`config.mk`:
```
export PLATFORM = sky130hd
export DESIGN_NAME = uart_csr_bank
export DESIGN_NICKNAME = d
export VERILOG_FILES = /design/src/rtl/uart_csr_pkg.sv /design/src/rtl/uart_csr_chan.sv /design/src/rtl/uart_csr_bank.sv
export SDC_FILE = /design/constraint.sdc
export NUM_CORES = 1
export LEC_CHECK = 0
export ABC_AREA = 1
export BUFFER_PORTS_ARGS = -buffer_cell sky130_fd_sc_hd__buf_2
export CAP_MARGIN = 15
export CORE_UTILIZATION = 40
export DETAILED_ROUTE_END_ITERATION = 10
export PLACE_DENSITY = 0.7
export REMOVE_ABC_BUFFERS = 1
export SYNTH_ARGS = -nofsm -noshare
export SYNTH_HDL_FRONTEND = slang
export SYNTH_HIERARCHICAL = 1
export SYNTH_SLANG_ARGS = --single-unit
```
`constraint.sdc`:
```
create_clock -name clk -period 4.8 [get_ports clk]
set_clock_uncertainty 0.2 [all_clocks]
set_input_delay 1.2 -clock clk [delete_from_list [all_inputs] [get_ports clk]]
set_output_delay 1.2 -clock clk [all_outputs]
set_load 0.05 [all_outputs]
```
`src/rtl/uart_csr_pkg.sv`:
```
// Shared definitions for the multi-channel UART CSR bank: control field layout,
// per-channel register offsets, STATUS/IRQ_EN bit positions and global addresses.
package uart_csr_pkg;

  typedef struct packed {
    logic loopback;
    logic two_stop;
    logic parity_odd;
    logic parity_en;
    logic rx_en;
    logic tx_en;
  } ctrl_t;

  // Word offsets inside a channel's 16-byte window (byte address bits [3:2])
  localparam logic [1:0] OFF_BAUD   = 2'd0;
  localparam logic [1:0] OFF_CTRL   = 2'd1;
  localparam logic [1:0] OFF_STATUS = 2'd2;
  localparam logic [1:0] OFF_IRQ_EN = 2'd3;

  // STATUS bit positions
  localparam int ST_BUSY    = 0;
  localparam int ST_FREE    = 1;
  localparam int ST_PERR    = 2;
  localparam int ST_DONE    = 3;
  localparam int ST_CNT_LSB = 8;
  localparam int ST_CNT_CLR = 31;

  // IRQ_EN bit positions
  localparam int IE_PERR = 0;
  localparam int IE_DONE = 1;

  // Global register word addresses (byte address bits [7:2])
  localparam logic [5:0] GADDR_ID   = 6'h3C;
  localparam logic [5:0] GADDR_PEND = 6'h3D;

  localparam logic [15:0] ID_VAL = 16'h0A27;

endpackage

```
`src/rtl/uart_csr_chan.sv`:
```
// One UART channel's register set: baud divisor, control, sticky error/done
// flags, saturating parity-error counter, interrupt enables and registered irq.
module uart_csr_chan
  import uart_csr_pkg::*;
#(
  parameter int BAUD_W   = 16,
  parameter int BAUD_RST = 54
) (
  input  logic              clk,
  input  logic              rst_n,
  input  logic              wr_en,
  input  logic [1:0]        off,
  input  logic [31:0]       wdata,
  input  logic              parity_error,
  input  logic              busy,
  input  logic              free,
  output logic [31:0]       rdata,
  output logic [BAUD_W-1:0] baud_div,
  output logic [5:0]        ctrl,
  output logic              irq
);

  logic [BAUD_W-1:0] baud_r;
  ctrl_t             ctrl_r;
  logic [1:0]        irq_en_r;
  logic              perr_r;
  logic              done_r;
  logic [7:0]        cnt_r;
  logic              busy_q_r;
  logic              irq_r;

  logic              st_wr_s;
  logic              cnt_clr_s;
  logic              busy_fall_s;
  logic              perr_nxt_s;
  logic              done_nxt_s;
  logic [7:0]        cnt_nxt_s;
  logic              unused_s;

  assign st_wr_s     = wr_en & (off == OFF_STATUS);
  assign cnt_clr_s   = st_wr_s & wdata[ST_CNT_CLR];
  assign busy_fall_s = busy_q_r & ~busy;
  assign unused_s    = ^wdata;

  // Next state of sticky flags and counter; a hardware event beats a same-cycle clear
  always_comb begin
    perr_nxt_s = perr_r;
    done_nxt_s = done_r;
    cnt_nxt_s  = cnt_r;
    if (parity_error) begin
      perr_nxt_s = 1'b1;
    end else if (st_wr_s && wdata[ST_PERR]) begin
      perr_nxt_s = 1'b0;
    end else begin
      perr_nxt_s = perr_r;
    end
    if (busy_fall_s) begin
      done_nxt_s = 1'b1;
    end else if (st_wr_s && wdata[ST_DONE]) begin
      done_nxt_s = 1'b0;
    end else begin
      done_nxt_s = done_r;
    end
    if (parity_error) begin
      if (cnt_clr_s) begin
        cnt_nxt_s = 8'd1;
      end else if (cnt_r == 8'hFF) begin
        cnt_nxt_s = cnt_r;
      end else begin
        cnt_nxt_s = cnt_r + 8'd1;
      end
    end else if (cnt_clr_s) begin
      cnt_nxt_s = 8'd0;
    end else begin
      cnt_nxt_s = cnt_r;
    end
  end

  // Register file, busy history and interrupt output
  always_ff @(posedge clk or negedge rst_n) begin
    if (!rst_n) begin
      baud_r   <= BAUD_W'(BAUD_RST);
      ctrl_r   <= '0;
      irq_en_r <= 2'd0;
      perr_r   <= 1'b0;
      done_r   <= 1'b0;
      cnt_r    <= 8'd0;
      busy_q_r <= 1'b0;
      irq_r    <= 1'b0;
    end else begin
      if (wr_en && (off == OFF_BAUD)) begin
        baud_r <= wdata[BAUD_W-1:0];
      end
      if (wr_en && (off == OFF_CTRL)) begin
        ctrl_r <= ctrl_t'(wdata[5:0]);
      end
      if (wr_en && (off == OFF_IRQ_EN)) begin
        irq_en_r <= wdata[1:0];
      end
      perr_r   <= perr_nxt_s;
      done_r   <= done_nxt_s;
      cnt_r    <= cnt_nxt_s;
      busy_q_r <= busy;
      irq_r    <= (perr_r & irq_en_r[IE_PERR]) | (done_r & irq_en_r[IE_DONE]);
    end
  end

  // Read view of the selected register from current (pre-update) state
  always_comb begin
    case (off)
      OFF_BAUD:   rdata = 32'(baud_r);
      OFF_CTRL:   rdata = {26'd0, ctrl_r};
      OFF_STATUS: rdata = {16'd0, cnt_r, 4'd0, done_r, perr_r, free, busy};
      OFF_IRQ_EN: rdata = {30'd0, irq_en_r};
      default:    rdata = 32'd0;
    endcase
  end

  assign baud_div = baud_r;
  assign ctrl     = ctrl_r;
  assign irq      = irq_r;

endmodule

```
`src/rtl/uart_csr_bank.sv`:
```
// Multi-channel UART CSR bank: address decode, read mux and single-outstanding
// response register in front of NUM_CH uart_csr_chan instances.
module uart_csr_bank
  import uart_csr_pkg::*;
#(
  parameter int NUM_CH   = 4,
  parameter int ADDR_W   = 8,
  parameter int DATA_W   = 32,
  parameter int BAUD_W   = 16,
  parameter int BAUD_RST = 54
) (
  input  logic                     clk,
  input  logic                     rst_n,
  input  logic                     req_valid,
  output logic                     req_ready,
  input  logic                     req_write,
  input  logic [ADDR_W-1:0]        req_addr,
  input  logic [DATA_W-1:0]        req_wdata,
  output logic                     rsp_valid,
  input  logic                     rsp_ready,
  output logic [DATA_W-1:0]        rsp_rdata,
  output logic                     rsp_error,
  output logic [NUM_CH*BAUD_W-1:0] baud_div,
  output logic [NUM_CH*6-1:0]      ctrl,
  input  logic [NUM_CH-1:0]        parity_error,
  input  logic [NUM_CH-1:0]        busy,
  input  logic [NUM_CH-1:0]        free,
  output logic [NUM_CH-1:0]        irq,
  output logic                     irq_any
);

  logic              rsp_valid_r;
  logic [31:0]       rsp_rdata_r;
  logic              rsp_error_r;

  logic              accept_s;
  logic              hi_zero_s;
  logic [3:0]        chan_idx_s;
  logic [1:0]        off_s;
  logic              chan_hit_s;
  logic              glob_s;
  logic [NUM_CH-1:0] chan_wr_s;
  logic [31:0]       chan_rdata_s [NUM_CH];
  logic [31:0]       rdata_s;
  logic              error_s;
  logic              unused_s;

  assign accept_s   = req_valid & ~rsp_valid_r;
  assign hi_zero_s  = ((req_addr >> 8) == '0);
  assign chan_idx_s = req_addr[7:4];
  assign off_s      = req_addr[3:2];
  assign chan_hit_s = hi_zero_s & (chan_idx_s < 4'(NUM_CH));
  assign glob_s     = hi_zero_s & ((req_addr[7:2] == GADDR_ID) | (req_addr[7:2] == GADDR_PEND));
  assign unused_s   = ^req_addr[1:0];

  for (genvar c = 0; c < NUM_CH; c++) begin : g_chan
    assign chan_wr_s[c] = accept_s & req_write & chan_hit_s & (chan_idx_s == 4'(c));

    uart_csr_chan #(
      .BAUD_W   (BAUD_W),
      .BAUD_RST (BAUD_RST)
    ) u_chan (
      .clk          (clk),
      .rst_n        (rst_n),
      .wr_en        (chan_wr_s[c]),
      .off          (off_s),
      .wdata        (req_wdata),
      .parity_error (parity_error[c]),
      .busy         (busy[c]),
      .free         (free[c]),
      .rdata        (chan_rdata_s[c]),
      .baud_div     (baud_div[c*BAUD_W +: BAUD_W]),
      .ctrl         (ctrl[c*6 +: 6]),
      .irq          (irq[c])
    );
  end

  // Read mux and unmapped-address detection
  always_comb begin
    rdata_s = 32'd0;
    error_s = 1'b0;
    if (chan_hit_s) begin
      for (int c = 0; c < NUM_CH; c++) begin
        rdata_s = rdata_s | ((chan_idx_s == 4'(c)) ? chan_rdata_s[c] : 32'd0);
      end
    end else if (glob_s) begin
      if (req_addr[7:2] == GADDR_ID) begin
        rdata_s = {ID_VAL, 12'd0, 4'(NUM_CH)};
      end else begin
        rdata_s = 32'(irq);
      end
    end else begin
      error_s = 1'b1;
    end
  end

  // Response register: load on accept, hold until consumed
  always_ff @(posedge clk or negedge rst_n) begin
    if (!rst_n) begin
      rsp_valid_r <= 1'b0;
      rsp_rdata_r <= 32'd0;
      rsp_error_r <= 1'b0;
    end else if (accept_s) begin
      rsp_valid_r <= 1'b1;
      rsp_rdata_r <= (req_write | error_s) ? 32'd0 : rdata_s;
      rsp_error_r <= error_s;
    end else if (rsp_ready) begin
      rsp_valid_r <= 1'b0;
      rsp_rdata_r <= 32'd0;
      rsp_error_r <= 1'b0;
    end
  end

  assign req_ready = ~rsp_valid_r;
  assign rsp_valid = rsp_valid_r;
  assign rsp_rdata = rsp_rdata_r;
  assign rsp_error = rsp_error_r;
  assign irq_any   = |irq;

endmodule
```
; ---- After elaboration in Yosys (flattened, before gate mapping)
; Index checks and enable logic that the tools add are counted.
[classes]
n_addsub = 4
n_bitwise = 41
n_shift = 0
div_mod_pow = 0
n_reduce_logical = 40
eq_ne = 16
n_mul = 0
magnitude_cmp = 1
n_mux = 51
[ops]
columns = operator, count
row1 = case mux 32 bit (4 select lines), 4
row2 = 2-to-1 mux 32 bit, 9
row3 = 2-to-1 mux 8 bit, 16
row4 = OR 32 bit, 3
row5 = "adder 8 x 1 -> 8 bit, second input constant", 4
row6 = "equality test 8 bit, second input constant", 4
row7 = 2-to-1 mux 28 bit, 1
row8 = AND 1 bit, 27
row9 = nonzero test 2 bit, 13
row10 = 2-to-1 mux 1 bit, 21
row11 = logical AND 1 bit, 20
row12 = "equality test 6 bit, second input constant", 2
row13 = "equality test 4 x 2 -> 1 bit, second input constant", 2
row14 = "!= test 2 x 1 -> 1 bit, second input constant", 4
row15 = AND reduction 2 bit, 4
row16 = OR 1 bit, 6
row17 = inverter 1 bit, 5
row18 = "equality test 2 bit, second input constant", 2
row19 = "equality test 4 x 1 -> 1 bit, second input constant", 1
row20 = zero test 4 bit, 1
row21 = "less-than comparator 4 x 3 -> 1 bit, second input constant", 1
row22 = OR reduction 4 bit, 1
row23 = "equality test 2 x 1 -> 1 bit, second input constant", 1
row24 = zero test 2 bit, 1
[totals]
elab_cells = 208
mem_count = 0
latch_bits = 0
mem_bits_rw = 0
mem_bits_ro = 0
ff_bits = 178
in_bits = 57

; ---- Longest topological paths before layout
; Gate-level depths: netlist (run 1).
[depth]
depth_word = 9
mapped_depth = 11
depth_no_buf = 11

; ---- Modules after synthesis
; The synthesis (run 1) kept the hierarchy.
[by_module_without_submodules]
columns = module, n_inst, cells_each, area_per_inst_um2
row1 = uart_csr_chan, 4, 250, 1959.4
row2 = uart_csr_bank, 1, 386, 2403.6

; ---- Worst setup path after synthesis (run 1)
; No wires, ideal clock.
[synth_timing]
path_kind = input-to-reg
startpoint = input port req_addr[6]
endpoint = register g_chan[2].u_chan.cnt_r[5]
slack_ps = 1738
arrival_time_ps = 2744
stages = 10
setup_ps = 117
required_time_ps = 4483
path_cell_list = inv_1 -> nand2_1 -> buf_2 -> nor4_1 -> buf_2 -> nand3_1 -> nor2_1 -> nor2_1 -> nand3_1 -> nand2_1
[synth_via]
elab_chain_cells = 7
[synth_rtl]
columns = element, line_no
row1 = "start, declared", uart_csr_bank.sv:17  ; input logic [ADDR_W-1:0] req_addr,
row2 = less-than comparator 4 x 3 -> 1 bit, uart_csr_bank.sv:52  ; assign chan_hit_s = hi_zero_s & (chan_idx_s < 4'(NUM_CH));
row3 = AND 1 bit, uart_csr_bank.sv:57  ; assign chan_wr_s[c] = accept_s & req_write & chan_hit_s & (chan_idx_s == 4'(c));
row4 = AND 1 bit *, uart_csr_bank.sv:57
row5 = via chan_wr_s[2], uart_csr_bank.sv:42  ; logic [NUM_CH-1:0] chan_wr_s;
row6 = AND 1 bit *, uart_csr_chan.sv:40  ; assign st_wr_s = wr_en & (off == OFF_STATUS);
row7 = AND 1 bit *, uart_csr_chan.sv:41  ; assign cnt_clr_s = st_wr_s & wdata[ST_CNT_CLR];
row8 = != test 2 x 1 -> 1 bit (no source line) (tied with other cells), n/a
row9 = AND reduction 2 bit (no source line) / 2-to-1 mux 8 bit (equally long branches), n/a
row10 = "end signal, assigned", uart_csr_chan.sv:102  ; cnt_r <= cnt_nxt_s;
row11 = "end, declared", uart_csr_chan.sv:28  ; logic [7:0] cnt_r;
; The timed path passes the listed nets; every way through them passes the cells marked *.
; A chain may end at the register's enable or synchronous reset.

; ---- Worst setup path in the final report (run 1)
[layout_timing]
startpoint = input port req_addr[6]
endpoint = register g_chan[0].u_chan.cnt_r[1]
[layout_via]
elab_chain_cells = 7
[layout_rtl]
columns = element, line_no
row1 = less-than comparator 4 x 3 -> 1 bit, uart_csr_bank.sv:52
row2 = AND 1 bit, uart_csr_bank.sv:57
row3 = AND 1 bit *, uart_csr_bank.sv:57
row4 = via chan_wr_s[0], uart_csr_bank.sv:42
row5 = AND 1 bit *, uart_csr_chan.sv:40
row6 = AND 1 bit *, uart_csr_chan.sv:41
row7 = != test 2 x 1 -> 1 bit (no source line) (tied with other cells), n/a
row8 = AND reduction 2 bit (no source line) / 2-to-1 mux 8 bit (equally long branches), n/a
row9 = "end signal, assigned", uart_csr_chan.sv:102
row10 = "end, declared", uart_csr_chan.sv:28
; Marked as above.

==> results_dict.tcl, run 1 <==
set metrics [dict create \
    outcome "completed" \
    r2r_start "rsp_valid" \
    r2r_setup_slack_ps 2220 \
    io_pins 185 \
    synth_seq_cells 178 \
    multi_input_area_mm2 0.004831 \
    start_util 0.4067 \
    share_comb_of_total_power 0.180 \
    syn_inst 1386 \
    antenna_found_initial 1 \
    p_switching_w 0.001316 \
    port_buffers 167 \
    maxCapViolCount 0 \
    fillers 2549 \
    cts_resized 0 \
    clock_power_share 0.380 \
    seqPwrFrac 0.440 \
    worstReg2RegEnd "g_chan[0].u_chan/cnt_r[1]" \
    dieArea_mm2 0.02625 \
    fin_cells 1871 \
    core_mm2 0.02518 \
    num_rows 58 \
    p_sw_frac 0.3386 \
    p_int_w 0.002571 \
    crit_type "input pin to register" \
    vias 9585 \
    layout_common_cells "nand2_1, nand3_1, buf_2, dfrtp_1, inv_1" \
    grt.overflow.total 0 \
    ant_nets 0 \
    cts-buffers-inserted 17 \
    holdCritStartpoint "rsp_rdata[23]" \
    cts_root_buf "clkbuf_16" \
    fmax_mhz 315.8 \
    synth_seq_area_share 0.4369 \
    yosysUniqueCellTypes 29 \
    setup_tns_ps 0 \
    finalHoldViolCount 0 \
    irDropWorstVdd_v 0.0002385 \
    avgSynthCellArea_um2 7.389 \
    nNetsFinal 1588 \
    ctsHoldBuffers 0 \
    period_share 0.6598 \
    rsz0062_at_grt "no" \
    max-slew-margin-rel 0.2686 \
    required_ps 4930 \
    worstPathArrival_ps 3300 \
    yosysWarnings 6 \
    area_delta_synth_final_pct 14.25 \
    cp-end-kind "register" \
    layout_commonest_cell "nand2_1" \
    viasPerCell 5.123 \
    critPathLaunchType "input pin" \
    die_h_um 162.0 \
    cts_setup_buffers 0 \
    holdPathStages 2 \
    numClockSinks 178 \
    tritoncts "built" \
    clk_pin_slew_worst_paths_ps 80 \
    powerDensity_mw_per_mm2 332.2 \
    clockBufferDepth 2 \
    die_w_um 162.0 \
    drt_wl_total_um 30930 \
    hold_end "rsp_rdata[23]" \
    grt_pass1_wl_um 49090 \
    drc 0 \
    reg2reg_depth 11 \
    regArea_mm2 0.004474 \
    tightest_slew_ps 1094 \
    gp_congestion 0.8825 \
    drt_pass1_iterations 6 \
    wl_per_cell_um 16.53 \
    pre_cts_ws_ps 1208 \
    setup_viol 0 \
    drive_above_1_share 0.1994 \
    critical_path.max_fanout 14 \
    worst_slack_ps 1633 \
    hold_class "register to register" \
    p_leak_nw 6.067 \
    synth_area_mm2 0.01024 \
    clk_latency_ps 440 \
    cts-htree-levels 4 \
    grt_pass1_vias 9014 \
    dp_hpwl_um 22570 \
    drv_slew 0 \
    fin_crit_ps 3167 \
    placed_cells 1838 \
    drtIter0Drc 747 \
    grt_max_degree 81 \
    track_usage 0.2416 \
]
[logic make-up after synthesis]
group,after synthesis,share of synthesized area
adders and majority gates,4,0.004887
and+or+nand+nor,828,0.3525
buffers and inverters,226,0.1150
other,4,0.001466
xor gates and xnor gates,4,0.003421
AOI/OAI and AO/OA,142,0.08589
DFF,178,0.4369
[area by class of cell]
class / instances / area share
sequential: 178 / 0.3824
clock buffer: 17 / 0.03636
inverter: 107 / 0.03433
multi-input combinational: 1042 / 0.4129
tap: 330 / 0.03529
clock inverter: 15 / 0.01647
timing repair buffer: 181 / 0.08202
antenna: 1 / 0.0002139
[synthesized netlist by cell type]
cell type | count | area [um2]
dfrtp_1 | 162 | 4054
or2_2 | 4 | 25.02
inv_1 | 88 | 330.3
nand3b_1 | 5 | 37.54
buf_6 | 4 | 45.04
nor4_1 | 1 | 6.260
a22o_1 | 20 | 175.2
xor2_1 | 4 | 35.03
a21oi_2 | 1 | 8.760
o21ai_1 | 59 | 295.3
a21oi_1 | 17 | 85.08
o21ai_2 | 24 | 210.2
o21ai_0 | 21 | 105.1
nor2_4 | 9 | 101.4
clkinv_1 | 4 | 15.01
nand2_1 | 493 | 1851
inv_2 | 15 | 56.30
nand3_1 | 179 | 895.9
nor2_1 | 64 | 240.2
clkbuf_1 | 8 | 30.03
conb_1 | 4 | 15.01
buf_2 | 41 | 205.2
nor2_2 | 9 | 56.30
dfstp_2 | 16 | 420.4
nand4_1 | 48 | 300.3
nand2_2 | 13 | 81.33
ha_1 | 4 | 50.05
nor3_1 | 3 | 15.01
buf_4 | 66 | 495.5
[per-layer routing]
layer | global-route usage | vias to the layer above | wire (um)
met5 | 0 | - | 0
met4 | 0.09134 | 0 | 837
met3 | 0.04162 | 53 | 1810
met2 | 0.3954 | 323 | 14810
met1 | 0.3189 | 4540 | 13460
li1 | - | 4669 | -
[metrics by stage]
stage	util	area [um2]	total power, W	hold WS (ps)
final	0.4646	11700	0.003886	274.3
after detailed placement	0.4400	11080	0.002431	261.1
after global routing	0.4646	11700	0.004048	303.3
after global placement	0.4400	11080	0.002421	260.4
after CTS	0.4645	11700	0.003910	280.4
after floorplan	-	9691	0.002174	263.0
[flip-flops by register name, summed over array words and instances (netlist names)]
name                    cells
g_chan.u_chan/baud_div     64
rsp_error                   1
g_chan.u_chan/busy_q_r      4
rsp_valid                   1
g_chan.u_chan/irq           4
g_chan.u_chan/irq_en_r      8
g_chan.u_chan/cnt_r        32
rsp_rdata                  32
g_chan.u_chan/done_r        4
g_chan.u_chan/ctrl         24
g_chan.u_chan/perr_r        4
[worst max-delay path, cell delays in order]
cell and delay (ps):
buf_2 120, inv_1 50, nand2_1 310, nor3_1 310, buf_4 280, nand4_1 490, nand2_1 290, nor2_1 110
nand2_1 70, nand2_1 40
[power by group through the flow]
| stage | logic, W | registers [W] | clock network [W] |
|---|---|---|---|
| after floorplan | 0.000279 | 0.00190 | 0 |
| after CTS | 0.000698 | 0.00171 | 0.00150 |
| final | 0.000698 | 0.00171 | 0.00148 |
| after global routing | 0.000759 | 0.00173 | 0.00156 |
| after global placement | 0.000686 | 0.00174 | 0 |
| after detailed placement | 0.000694 | 0.00174 | 0 |
[how the worst max path moves through the flow]
stage / startpoint / endpoint / slack [ps] / cells after the start
after floorplan: req_addr[4] / g_chan[0].u_chan/cnt_r[1] / 400 / 8
after global placement: req_addr[6] / g_chan[0].u_chan/cnt_r[4] / 1250 / 10
after detailed placement: req_addr[7] / g_chan[0].u_chan/cnt_r[1] / 1210 / 10
after CTS: req_addr[6] / g_chan[0].u_chan/cnt_r[1] / 1640 / 10
after global routing: req_addr[7] / g_chan[3].u_chan/cnt_r[7] / 1450 / 10
final: req_addr[6] / g_chan[0].u_chan/cnt_r[1] / 1630 / 10
No activity file was read; power rests on OpenSTA's default activity.
==> run 2, diff against run 1 <==
--- a/config.mk
+++ b/config.mk
@@ -5,12 +5,12 @@
 export SDC_FILE = /design/constraint.sdc
 export NUM_CORES = 1
 export LEC_CHECK = 0
-export ABC_AREA = 1
+export ABC_AREA = 0
 export BUFFER_PORTS_ARGS = -buffer_cell sky130_fd_sc_hd__buf_2
 export CAP_MARGIN = 15
 export CORE_UTILIZATION = 40
 export DETAILED_ROUTE_END_ITERATION = 10
-export PLACE_DENSITY = 0.7
+export PLACE_DENSITY = 0.71
 export REMOVE_ABC_BUFFERS = 1
 export SYNTH_ARGS = -nofsm -noshare
 export SYNTH_HDL_FRONTEND = slang
==> constraint.sdc (replaced) <==
create_clock -name clk -period 3 [get_ports clk]
set_clock_uncertainty 0.2 [all_clocks]
set_input_delay 0.75 -clock clk [delete_from_list [all_inputs] [get_ports clk]]
set_output_delay 0.75 -clock clk [all_outputs]
set_load 0.05 [all_outputs]
==> run 2 against run 1 <==
  * Global-route usage decreased by 3.3 points
  * Flip-flop and latch count unchanged
  * Sequential share of layout area shrank 0.26 points
  * Largest power group unchanged
==> results_dict.tcl, run 2 <==
set metrics [dict create \
    outcome "completed" \
    yosysWarnings 6 \
    dieArea_mm2 0.02589 \
    clockBufferDepth 2 \
    grt.overflow.total 0 \
    layout_commonest_cell "buf_2" \
    start_util 0.4116 \
    io_pins 185 \
    area_delta_synth_final_pct 16.66 \
    clk_latency_ps 430 \
    critPathLaunchType "input pin" \
    p_leak_nw 5.901 \
    crit_type "input pin to register" \
    drive_above_1_share 0.4040 \
    core_mm2 0.02453 \
    cts_root_buf "clkbuf_16" \
    cts_setup_buffers 0 \
    avgSynthCellArea_um2 12.48 \
    grt_pass1_wl_um 41140 \
    yosys-top-cells-area "dfrtp_1, mux4_2, mux2_2" \
    worst_slack_ps 379.9 \
    synth_seq_cells 178 \
    numClockSinks 178 \
    cp-end-kind "register" \
    async_flop_share 1.000 \
    rsz0062_at_grt "no" \
    maxCapViolCount 0 \
    antenna_found_initial 0 \
    pre_cts_ws_ps -111.4 \
    gp_congestion 0.8386 \
    drtIter0Drc 558 \
    layout_common_cells "buf_2, dfrtp_1, conb_1, mux2i_1, mux2_2" \
    antennaDiodeCount 0 \
    cts_resized 0 \
    largest_reg_flops 64 \
    vias 7026 \
    yosysUniqueCellTypes 48 \
    setup_viol 0 \
    hold_class "input pin to asynchronous set/reset pin" \
    synth_edf_count 0 \
    synth_largest_area_cell "dfrtp_1" \
    ant_nets 0 \
    synth_area_mm2 0.01010 \
    tightest_slew_ps 686.4 \
    period_share 0.8734 \
    post-synth-top-count-cell "dfrtp_1" \
    die_w_um 160.9 \
    ys.flop_type "dfrtp_1" \
    tritoncts "built" \
    wl_per_cell_um 19.82 \
    drc 0 \
    drv_slew 0 \
    critical_path.max_fanout 14 \
    irDropWorstVdd_v 0.0003091 \
    viasPerCell 5.327 \
    max-slew-margin-rel 0.5424 \
    powerDensity_mw_per_mm2 565.5 \
    cts-buffers-inserted 17 \
    die_h_um 160.9 \
    grt_pass1_vias 7094 \
    nNetsFinal 1043 \
    finalHoldViolCount 0 \
    grt_max_degree 70 \
    drt_wl_total_um 26140 \
    synth_seq_area_share 0.4431 \
    synth.top_cells.by_count "dfrtp_1, buf_4, mux2i_1" \
    synth_top_area_frac 0.4014 \
    clk_pin_slew_worst_paths_ps 70 \
    syn_inst 809 \
    port_buffers 167 \
    fmax_mhz 381.7 \
    fin_crit_ps 2620 \
    required_ps 3110 \
    track_usage 0.2088 \
    setup_tns_ps 0 \
    dp_hpwl_um 18320 \
    num_rows 57 \
    ctsHoldBuffers 0 \
    drt_pass1_iterations 4 \
    worstPathArrival_ps 2730 \
    cts-htree-levels 4 \
]
run 2: area by class of cell:
cell class	count	area [um2]
Clock buffer	20	446.7
Multi-Input combinational cell	576	5075
Inverter	5	18.77
Tap cell	324	405.4
Fill cell	2244	12750
Timing Repair Buffer	204	1250
Sequential cell	178	4474
Clock inverter	12	111.4
run 2: logic make-up after synthesis:
logic type,count (synthesis),synth area share
AO/OA/AOI/OAI,104,0.07868
flip-flops,178,0.4431
buffers and inverters,115,0.07806
adder cells (fa/ha/maj),4,0.004956
AND/OR/NAND/NOR,208,0.1202
other,4,0.001486
multiplexers,196,0.2736
run 2: power breakdown:
group / switching, W / internal, W
Clock: 0.00101 / 0.00117
Combinational: 0.000876 / 0.000570
Sequential: 0.000362 / 0.00267
Total: 0.00225 / 0.00442
run 2: layer usage:
metal,part of all wire,track usage
met5,0,0
met4,0.012,0.05489
met3,0.051,0.04339
met2,0.49,0.3329
met1,0.45,0.2885
run 2: critical path: stages:
cell and delay (ps):
buf_2 130, nor4b_2 370, nand2_1 180, nor3b_1 450, and2_1 280, buf_12 220, mux2_2 350
run 2: path summary, 6_finish.rpt:
kind | startpoint | endpoint | slack, ps | cells after the start
max | req_addr[7] | g_chan[1].u_chan/baud_div[9] | 380 | 7
min | rst_n | g_chan[2].u_chan/ctrl[2] | 140 | 1
max reg2reg | rsp_valid | g_chan[1].u_chan/baud_div[9] | 390 | 6
min reg2reg | g_chan[3].u_chan/busy_q_r | g_chan[3].u_chan/done_r | 280 | 1
max in group asynchronous | rst_n | g_chan[3].u_chan/cnt_r[4] | 1740 | 2
min in group clk | busy[2] | g_chan[2].u_chan/busy_q_r | 260 | 1
run 2: stage by stage:
| stage | utilization | cell area, um2 | std cells | power (W) | hold WS (ps) |
|---|---|---|---|---|---|
| floorplan | - | 9554 | 759 | 0.003969 | 254.4 |
| global placement | 0.4575 | 11220 | 1287 | 0.004479 | 258.5 |
| detailed placement | 0.4575 | 11220 | 1287 | 0.004523 | 270.6 |
| CTS | 0.4802 | 11780 | 1319 | 0.006707 | 161.3 |
| global route | 0.4802 | 11780 | 1319 | 0.006971 | 176.7 |
| finish | 0.4802 | 11780 | 1319 | 0.006662 | 138.4 |
==> run 3, diff against run 2 <==
--- a/config.mk
+++ b/config.mk
@@ -8,9 +8,9 @@
 export ABC_AREA = 0
 export BUFFER_PORTS_ARGS = -buffer_cell sky130_fd_sc_hd__buf_2
 export CAP_MARGIN = 15
-export CORE_UTILIZATION = 40
+export CORE_UTILIZATION = 35
 export DETAILED_ROUTE_END_ITERATION = 10
-export PLACE_DENSITY = 0.71
+export PLACE_DENSITY = 0.64
 export REMOVE_ABC_BUFFERS = 1
 export SYNTH_ARGS = -nofsm -noshare
 export SYNTH_HDL_FRONTEND = slang
==> run 3 against run 2 <==
  * Hold slack got worse by 39 ps
  * Critical path depth is 5 lower
  * Non-clock buffer count rose by 2
  * Sequential power about the same
  * Combinational power barely moved
  * Core utilization is 5.7 points lower
  * Critical path type is now register to output port
  * Largest power group unchanged
  * Highest routed layer unchanged
==> results_dict.tcl, run 3 (synthesis results as in run 2) <==
set metrics [dict create \
    layout_common_cells "buf_2, dfrtp_1, conb_1, mux2i_1, mux2_2" \
    crit_type "register to output port" \
    fin_cells 1376 \
    path_cells "or4_1 > buf_2" \
    grt_pass1_wl_um 40650 \
    dp_hpwl_um 19170 \
    viasPerCell 5.133 \
    ctsHoldBuffers 0 \
    cts-htree-levels 4 \
    vias 7063 \
    setup_tns_ps 0 \
    reg2reg_depth 7 \
    cts_setup_buffers 0 \
    track_usage 0.1856 \
    io_pins 185 \
    powerDensity_mw_per_mm2 572.6 \
    rsz0062_at_grt "no" \
    tritoncts "built" \
    cp_top_family "simple AND/OR/NAND/NOR gates" \
    antenna_found_initial 2 \
    required_ps 2050 \
    critPathLaunchType "register" \
    placed_cells 1343 \
    irDropWorstVdd_v 0.0003139 \
    clockBufferDepth 2 \
    cts_root_buf "clkbuf_16" \
    cp-end-kind "output port" \
    setup_viol 0 \
    finalPower_w 0.006809 \
    drive_above_1_share 0.4072 \
    worstPathArrival_ps 1590 \
    largest_reg_flops 64 \
    port_buffers 167 \
    wl_per_cell_um 19.52 \
    gp_congestion 0.7956 \
    cts-buffers-inserted 17 \
    die_h_um 171.9 \
    drc 0 \
    fmax_mhz 393.5 \
    maxCapViolCount 0 \
    die_w_um 171.9 \
    grt_max_degree 63 \
    core_mm2 0.02809 \
    dieArea_mm2 0.02954 \
    drt_pass1_iterations 4 \
    fin_util 0.4234 \
    numClockSinks 178 \
    drv_slew 0 \
    nNetsFinal 1045 \
    cts_resized 0 \
    crit_slowest_cell "or4_1" \
    max-slew-margin-rel 0.5651 \
    ant_nets 0 \
    finalHoldViolCount 0 \
    p_leak_nw 5.925 \
    layout_commonest_cell "buf_2" \
    drt_wl_total_um 26860 \
    grt.overflow.total 0 \
    area_delta_synth_final_pct 17.75 \
    period_share 0.8472 \
    clk_pin_slew_worst_paths_ps 70 \
    num_rows 61 \
    critical_path.max_fanout 3 \
    fin_crit_ps 2542 \
    r2r_start "rsp_valid" \
    start_util 0.3595 \
    crit_buf_inv 1 \
    worstReg2RegEnd "g_chan[2].u_chan/cnt_r[0]" \
    tightest_slew_ps 652.3 \
    hold_class "input pin to asynchronous set/reset pin" \
    grt_pass1_vias 6853 \
    outcome "completed" \
    max_stage_delay_ps 540 \
    r2r_setup_slack_ps 570 \
    drtIter0Drc 549 \
    clk_latency_ps 430 \
]
[run 3: changes by cell type in the layout (fill, tap and decap cells not counted), sizes merged]
cell and change:
buf +2, inv -1, diode +1, clkbuf +1, clkinv -1, bufinv +1
[run 3: power by group]
group          total (W)  switching [W]  internal, W
sequential       0.00304       0.000370      0.00267
combinational    0.00145       0.000878     0.000570
clock            0.00232       0.000996      0.00132
total            0.00681        0.00224      0.00457
[run 3: worst register-to-register path, cell delays in order (launching register included)]
cell and delay, ps:
dfrtp_1 410, nor4b_2 370, nand2_1 190, nor3b_1 300, buf_4 200, and4b_1 260, o2bb2ai_1 80, a221o_1 290
[run 3: metal layers]
metal	global-route usage	wire length (um)	vias to the layer above	share of wire
li1	-	-	3242	-
met1	0.2573	12570	3610	0.47
met2	0.2982	12640	195	0.47
met3	0.03708	1374	16	0.051
met4	0.04271	271	0	0.010
met5	0	0	-	0
[run 3: how the worst max path moves through the flow]
stage	start	endpoint	slack (ps)	cells after the start
final	g_chan[3].u_chan/irq	irq_any	460	2
after global placement	req_addr[2]	rsp_rdata[0]	80	5
after CTS	g_chan[2].u_chan/irq	irq_any	440	2
after global routing	rsp_valid	g_chan[2].u_chan/cnt_r[5]	350	7
after detailed placement	req_addr[2]	rsp_rdata[0]	80	5
after floorplan	req_addr[7]	g_chan[2].u_chan/baud_div[6]	-30	5
[run 3: cell type report]
type | count | area [um2]
inverter | 5 | 18.77
clock buffer | 21 | 480.5
timing repair buffer | 206 | 1240
multi-input combinational | 576 | 5075
clock inverter | 11 | 127.6
tap | 378 | 473.0
sequential | 178 | 4474
fill | 2724 | 16200
antenna | 1 | 2.502
[run 3: stage by stage]
| stage | area, um2 | hold WS (ps) | setup slack (ps) |
|---|---|---|---|
| final | 11890 | 99.64 | 458.4 |
| after detailed placement | 11280 | 270.5 | 79.96 |
| after floorplan | 9554 | 254.4 | -34.14 |
| after global routing | 11890 | 132.0 | 353.2 |
| after CTS | 11890 | 125.8 | 441.4 |
| after global placement | 11280 | 256.5 | 79.41 |
